<file path="config.mk">
export PLATFORM = sky130hd
export DESIGN_NAME = sevenseg_scan_ctrl
export DESIGN_NICKNAME = d
export VERILOG_FILES = /design/src/rtl/sevenseg_scan_ctrl.sv
export SDC_FILE = /design/constraint.sdc
export NUM_CORES = 1
export LEC_CHECK = 0
export BUFFER_PORTS_ARGS = -buffer_cell sky130_fd_sc_hd__buf_4
export CORE_MARGIN = 4
export CORE_UTILIZATION = 28
export CTS_CLUSTER_DIAMETER = 200
export DETAILED_ROUTE_END_ITERATION = 10
export SYNTH_ARGS = -nofsm -noshare
export SYNTH_HDL_FRONTEND = slang
export SYNTH_SLANG_ARGS = --single-unit
</file>
<file path="constraint.sdc">
create_clock -name clk -period 2.78 [get_ports clk]
set_clock_uncertainty 0.2 [all_clocks]
set_input_delay 0.556 -clock clk [delete_from_list [all_inputs] [get_ports clk]]
set_output_delay 0.556 -clock clk [all_outputs]
set_load 0.01 [all_outputs]
</file>
<file path="src/rtl/sevenseg_scan_ctrl.sv">
// Time-multiplexed driver for an 8-digit common-anode seven-segment display.
// Each digit slot starts with an anti-ghost blank window. Updates are buffered and applied at frame wrap.
module sevenseg_scan_ctrl #(
  parameter int NDIGITS      = 8,
  parameter int DIGIT_CYCLES = 50000,
  parameter int BLANK_CYCLES = 500
) (
  input  logic                   clk,
  input  logic                   rstn,
  input  logic                   i_update,
  input  logic [4*NDIGITS-1:0]   i_digits,
  input  logic [NDIGITS-1:0]     i_en_mask,
  output logic [NDIGITS-1:0]     o_an,
  output logic [6:0]             o_seg,
  output logic                   o_frame_done
);

  localparam int IDX_W = (NDIGITS > 1) ? $clog2(NDIGITS) : 1;
  localparam int CNT_W = $clog2(DIGIT_CYCLES);

  localparam logic [IDX_W-1:0]   IDX_LAST  = IDX_W'(NDIGITS - 1);
  localparam logic [CNT_W-1:0]   CNT_LAST  = CNT_W'(DIGIT_CYCLES - 1);
  localparam logic [CNT_W-1:0]   CNT_BLANK = CNT_W'(BLANK_CYCLES);
  localparam logic [NDIGITS-1:0] AN_ONE    = NDIGITS'(1);
  localparam logic [NDIGITS-1:0] AN_OFF    = '1;
  localparam logic [6:0]         SEG_OFF   = 7'h7F;

  typedef enum logic {S_BLANK, S_DRIVE} slot_state_e;

  localparam slot_state_e ST_RST = (BLANK_CYCLES > 0) ? S_BLANK : S_DRIVE;

  function automatic logic [6:0] hex7(input logic [3:0] v);
    case (v)
      4'h0:    hex7 = 7'b0000001;
      4'h1:    hex7 = 7'b1001111;
      4'h2:    hex7 = 7'b0010010;
      4'h3:    hex7 = 7'b0000110;
      4'h4:    hex7 = 7'b1001100;
      4'h5:    hex7 = 7'b0100100;
      4'h6:    hex7 = 7'b0100000;
      4'h7:    hex7 = 7'b0001111;
      4'h8:    hex7 = 7'b0000000;
      4'h9:    hex7 = 7'b0000100;
      4'hA:    hex7 = 7'b0001000;
      4'hB:    hex7 = 7'b1100000;
      4'hC:    hex7 = 7'b0110001;
      4'hD:    hex7 = 7'b1000010;
      4'hE:    hex7 = 7'b0110000;
      default: hex7 = 7'b0111000;
    endcase
  endfunction

  logic [CNT_W-1:0]     cnt;
  logic [CNT_W-1:0]     cnt_nxt;
  logic [IDX_W-1:0]     idx;
  logic                 cnt_wrap;
  logic                 frame_wrap;
  slot_state_e          state_q, state_d;

  logic [4*NDIGITS-1:0] pend_digits, shadow_digits;
  logic [NDIGITS-1:0]   pend_mask, shadow_mask;
  logic                 pend_flag;

  logic [3:0]           cur_nib;
  logic [NDIGITS-1:0]   an_d;
  logic [6:0]           seg_d;

  assign cnt_wrap   = (cnt == CNT_LAST);
  assign frame_wrap = cnt_wrap && (idx == IDX_LAST);
  assign cnt_nxt    = cnt_wrap ? '0 : cnt + 1'b1;

  // Slot timing: cnt walks the slot, idx walks the digits
  always_ff @(posedge clk or negedge rstn) begin
    if (!rstn) begin
      cnt <= '0;
      idx <= '0;
    end else begin
      cnt <= cnt_nxt;
      if (cnt_wrap) idx <= (idx == IDX_LAST) ? '0 : idx + 1'b1;
    end
  end

  always_ff @(posedge clk or negedge rstn) begin
    if (!rstn) state_q <= ST_RST;
    else       state_q <= state_d;
  end

  always_comb begin
    state_d = (cnt_nxt < CNT_BLANK) ? S_BLANK : S_DRIVE;
  end

  // Pending holds the newest request; shadow is what the scan shows and only changes at frame wrap
  always_ff @(posedge clk or negedge rstn) begin
    if (!rstn) begin
      pend_digits   <= '0;
      pend_mask     <= '0;
      pend_flag     <= 1'b0;
      shadow_digits <= '0;
      shadow_mask   <= '0;
    end else begin
      if (i_update) begin
        pend_digits <= i_digits;
        pend_mask   <= i_en_mask;
      end
      if (frame_wrap && pend_flag) begin
        shadow_digits <= pend_digits;
        shadow_mask   <= pend_mask;
      end
      if (i_update)        pend_flag <= 1'b1;
      else if (frame_wrap) pend_flag <= 1'b0;
    end
  end

  assign cur_nib = shadow_digits[{idx, 2'b00} +: 4];

  always_comb begin
    an_d  = AN_OFF;
    seg_d = SEG_OFF;
    if (state_q == S_DRIVE && shadow_mask[idx]) begin
      an_d  = ~(AN_ONE << idx);
      seg_d = hex7(cur_nib);
    end
  end

  // Output register stage
  always_ff @(posedge clk or negedge rstn) begin
    if (!rstn) begin
      o_an         <= AN_OFF;
      o_seg        <= SEG_OFF;
      o_frame_done <= 1'b0;
    end else begin
      o_an         <= an_d;
      o_seg        <= seg_d;
      o_frame_done <= frame_wrap;
    end
  end

endmodule

</file>
==> summary.txt <==
Run status
  – Status: complete, no violations

Timing
  – Max Fclk: about 0.40 GHz
  – Worst-margin pin slew: roughly 0.56 ns
  – Unrepaired setup endpoints after global routing: false
  – Setup ws final: roughly 0.28 ns
  – Final Cycle Share: about nine tenths
  – Final count of hold timing violations: 0
  – Setup_tns: 0 ns
  – Slew headroom: a little over three fifths
  – Clock period minus worst slack: between 2 and 2.5 ns
  – # setup viols final: 0
  – Slew Viols, Final: 0

Place
  – Port Buffers: 58
  – DP HPWL: about 8000 µm
  – Gpl congestion: roughly 0.86
  – Dpl ws: around 0.19 ns

Global route
  – Total gr overflow: 0
  – All-Layer GR Usage: about 11%
  – Antenna violations before repair: 0
  – Largest net degree at the start of global routing: 42
  – Vias in the first global route: around 3400
  – First-pass GRT wire length: ~19000 µm

Routing
  – DR WL/cell: roughly 16 µm
  – Via count: between 3000 and 4000
  – DR pass1 iterations: 4
  – Final wirelength: between 10000 and 15000 µm
  – Vias per cell: about 4.6
  – Antenna Violating Nets Remaining: 0
  – Remaining DRCs: 0
  – DRT iter0 DRCs: around 220

Power
  – Sw frac: a little over a fifth
  – Comb pwr share: under 10%
  – Worst vdd ir: about 400 µV
  – Seq pwr share: approximately 44%
  – PD cells: just over 600 nW/µm²
  – Sw Pwr: between 800 and 900 µW
  – Leak: between 0.003 and 0.004 µW
  – Clock share of power: around 52%
  – Pint: between 3000 and 4000 µW

Synth
  – Post-Syn Instances: just under 400
  – Synthesized-area fraction occupied by xor and xnor cells: approximately 2.1%
  – Largest family of logic cells by synthesized area: multiplexers
  – Most used flip-flop cell after synthesis: dfrtp_1
  – Mapped cell area: between 5000 and 6000 µm²
  – Synth Register Bits: ~120
  – Syn nets: between 400 and 500
  – Post-synth ARST share: 100%
  – Average cell area after synthesis: ~14 µm²
  – Synth Area in Simple Gates: roughly 8.0%
  – Yosys warning total: 0
  – Yosys cell types: between 40 and 50
  – Synth Area in Adders: just over 3%
  – Synth Area in Compound Gates: between 3 and 4%
  – Multiplexer share of the synthesized area: 25.2%
  – Sequential share of the synthesized area: a little over half
  – Number of flops mapped to enable cells by yosys: 0

Die
  – Die width: 147 µm
  – Std-Cell Rows: 50
  – Total die area: between 20000 and 25000 µm²
  – Die H: 147 µm
  – Core box area: approximately 19000 µm²
  – IO Count: between 50 and 60
  – Initial Utilization: 28.6%

Cells and area
  – Inserted Diodes: 0
  – Ratio of cells with drive above 1 in the final layout: a little under half
  – Fill count: about 1800
  – Final layout net count: 511
  – Area Overhead vs Synth: 24.3%

Clocking
  – Clk_lat worst skew: ~0.41 ns
  – CTS Buf Count: 17
  – TritonCTS clock tree: built
  – Root Driver: clkbuf_16
  – Buffer levels on the longest clock path: 2
  – Post-CTS setup buffer count: 0
  – Clock-pin slew on the worst setup and hold paths: roughly 0.06 ns
  – Clock sinks: 117
  – # H-tree levels: 4

Worst setup path
  – R2R cell count: 7
  – Register-to-register setup slack: 0.28 ns
  – Req. time, crit path: about 2.9 ns
  – CP max FO: 6
  – FF-to-FF End: state_q
  – FF-to-FF Start: cnt[0]
  – Element type at the critical path end: flop
  – Critical Path Start Type: flop
  – CP Class: reg2reg
  – Crit path DAT: 2.57 ns

Worst hold path
  – Worst Hold Class: in2reg
  – Hold endpoint: pend_digits[8]
  – Hold Startpoint: i_digits[8]
  – WHS Path Cells: 2

Run
  – Max-cap viol count: 0
flip-flops by register name (all words and copies together), names as in the netlist, 3 cells and up:
signal / cells
cnt: 16
idx: 3
o_an: 8
o_seg: 7
pend_digits: 32
pend_mask: 8
shadow_digits: 32
shadow_mask: 8
kinds of logic (layout without fill, tap and decap cells):
logic type	count (synthesis)	after routing
and+or+nand+nor	84	84
adders and majority gates	13	13
buffers and inverters	34	115
DFF	117	117
AOI/OAI and AO/OA	29	29
xor gates and xnor gates	13	13
muxes	97	97
layout make-up:
class	count	area, µm²	area share [%]
clock buffers	20	447	6.68
multi-input cells	236	2260	33.9
inverters	12	45.0	0.674
clock inverters	12	129	1.93
well taps	234	293	4.38
repair buffers	71	561	8.38
flip-flops and latches	117	2950	44.1
worst max-delay path, cell delays in order, from the launching register on:
cell	delay (ns)
dfrtp_1	0.39
ha_1	0.17
and2_1	0.25
nand4_2	0.18
or4_1	0.61
a31oi_1	0.27
o311a_1	0.21
o211ai_1	0.08
layout by cell type (no fill, tap or decap), types with 4 or more instances in the layout:
master / n
mux2_4: 40
nand2b_1: 6
o211ai_1: 4
buf_4: 68
dfstp_2: 15
nor3_1: 5
nand3_1: 9
nand2_1: 29
clkbuf_16: 17
mux2_2: 42
a21oi_1: 5
and2_1: 4
mux4_2: 10
nor2_1: 16
dfrtp_1: 101
xnor2_1: 4
inv_1: 11
clkinv_2: 4
o221ai_1: 4
xor2_1: 9
ha_1: 13
synthesized netlist by cell type (5+ instances only):
library cell	number	area, µm²
a21oi_1	5	25.0
clkbuf_1	9	33.8
dfrtp_1	102	2550
dfstp_2	15	394
ha_1	13	163
inv_1	11	41.3
mux2_2	42	473
mux2_4	40	601
mux4_2	10	225
nand2_1	29	109
nand2b_1	6	37.5
nand3_1	9	45.0
nor2_1	16	60.1
nor3_1	5	25.0
xor2_1	9	78.8
through the flow:
stage	hold WS [ns]	total power [µW]	utilization, %	std cells	area, µm²
after global routing	0.159	4250	35.6	702	6690
after CTS	0.154	4140	35.6	702	6680
after global placement	0.267	1990	32.5	669	6100
after floorplan	0.0604	1890	-	387	5380
final	0.177	4080	35.6	702	6690
after detailed placement	0.285	2000	32.5	669	6100
power groups by stage:
stage                     sequential, µW  combinational, µW  clock, µW
after floorplan                     1810               72.4          0
after global placement              1830                159          0
after detailed placement            1830                164          0
after CTS                           1800                167       2170
after global routing                1810                180       2260
final                               1800                161       2120
routing by layer:
metal / global-route usage [%] / routed length (µm) / share of wire, %
met5: 0 / 0 / 0
met4: 3.86 / 145 / 1.3
met3: 3.35 / 489 / 4.4
met2: 17.0 / 5370 / 48
met1: 14.5 / 5140 / 46
repair_timing:
item | 4_1_cts | 5_1_grt
endpoints found under the setup margin | 0 | 1
hold buffers | 1 | 0
endpoints found under the hold margin | 25 | 0
resized for setup | 0 | 1
how the worst max path moves through the flow:
stage / from / endpoint / cells after the start / slack (ns)
floorplan: idx[0] / o_seg[3] / 9 / 0.28
global placement: idx[0] / o_seg[3] / 8 / 0.29
detailed placement: idx[0] / o_seg[3] / 8 / 0.19
CTS: idx[0] / o_seg[3] / 8 / 0.18
global route: cnt[0] / state_q / 7 / 0.12
finish: cnt[0] / state_q / 7 / 0.28
No activity file was read; power rests on OpenSTA's default activity.
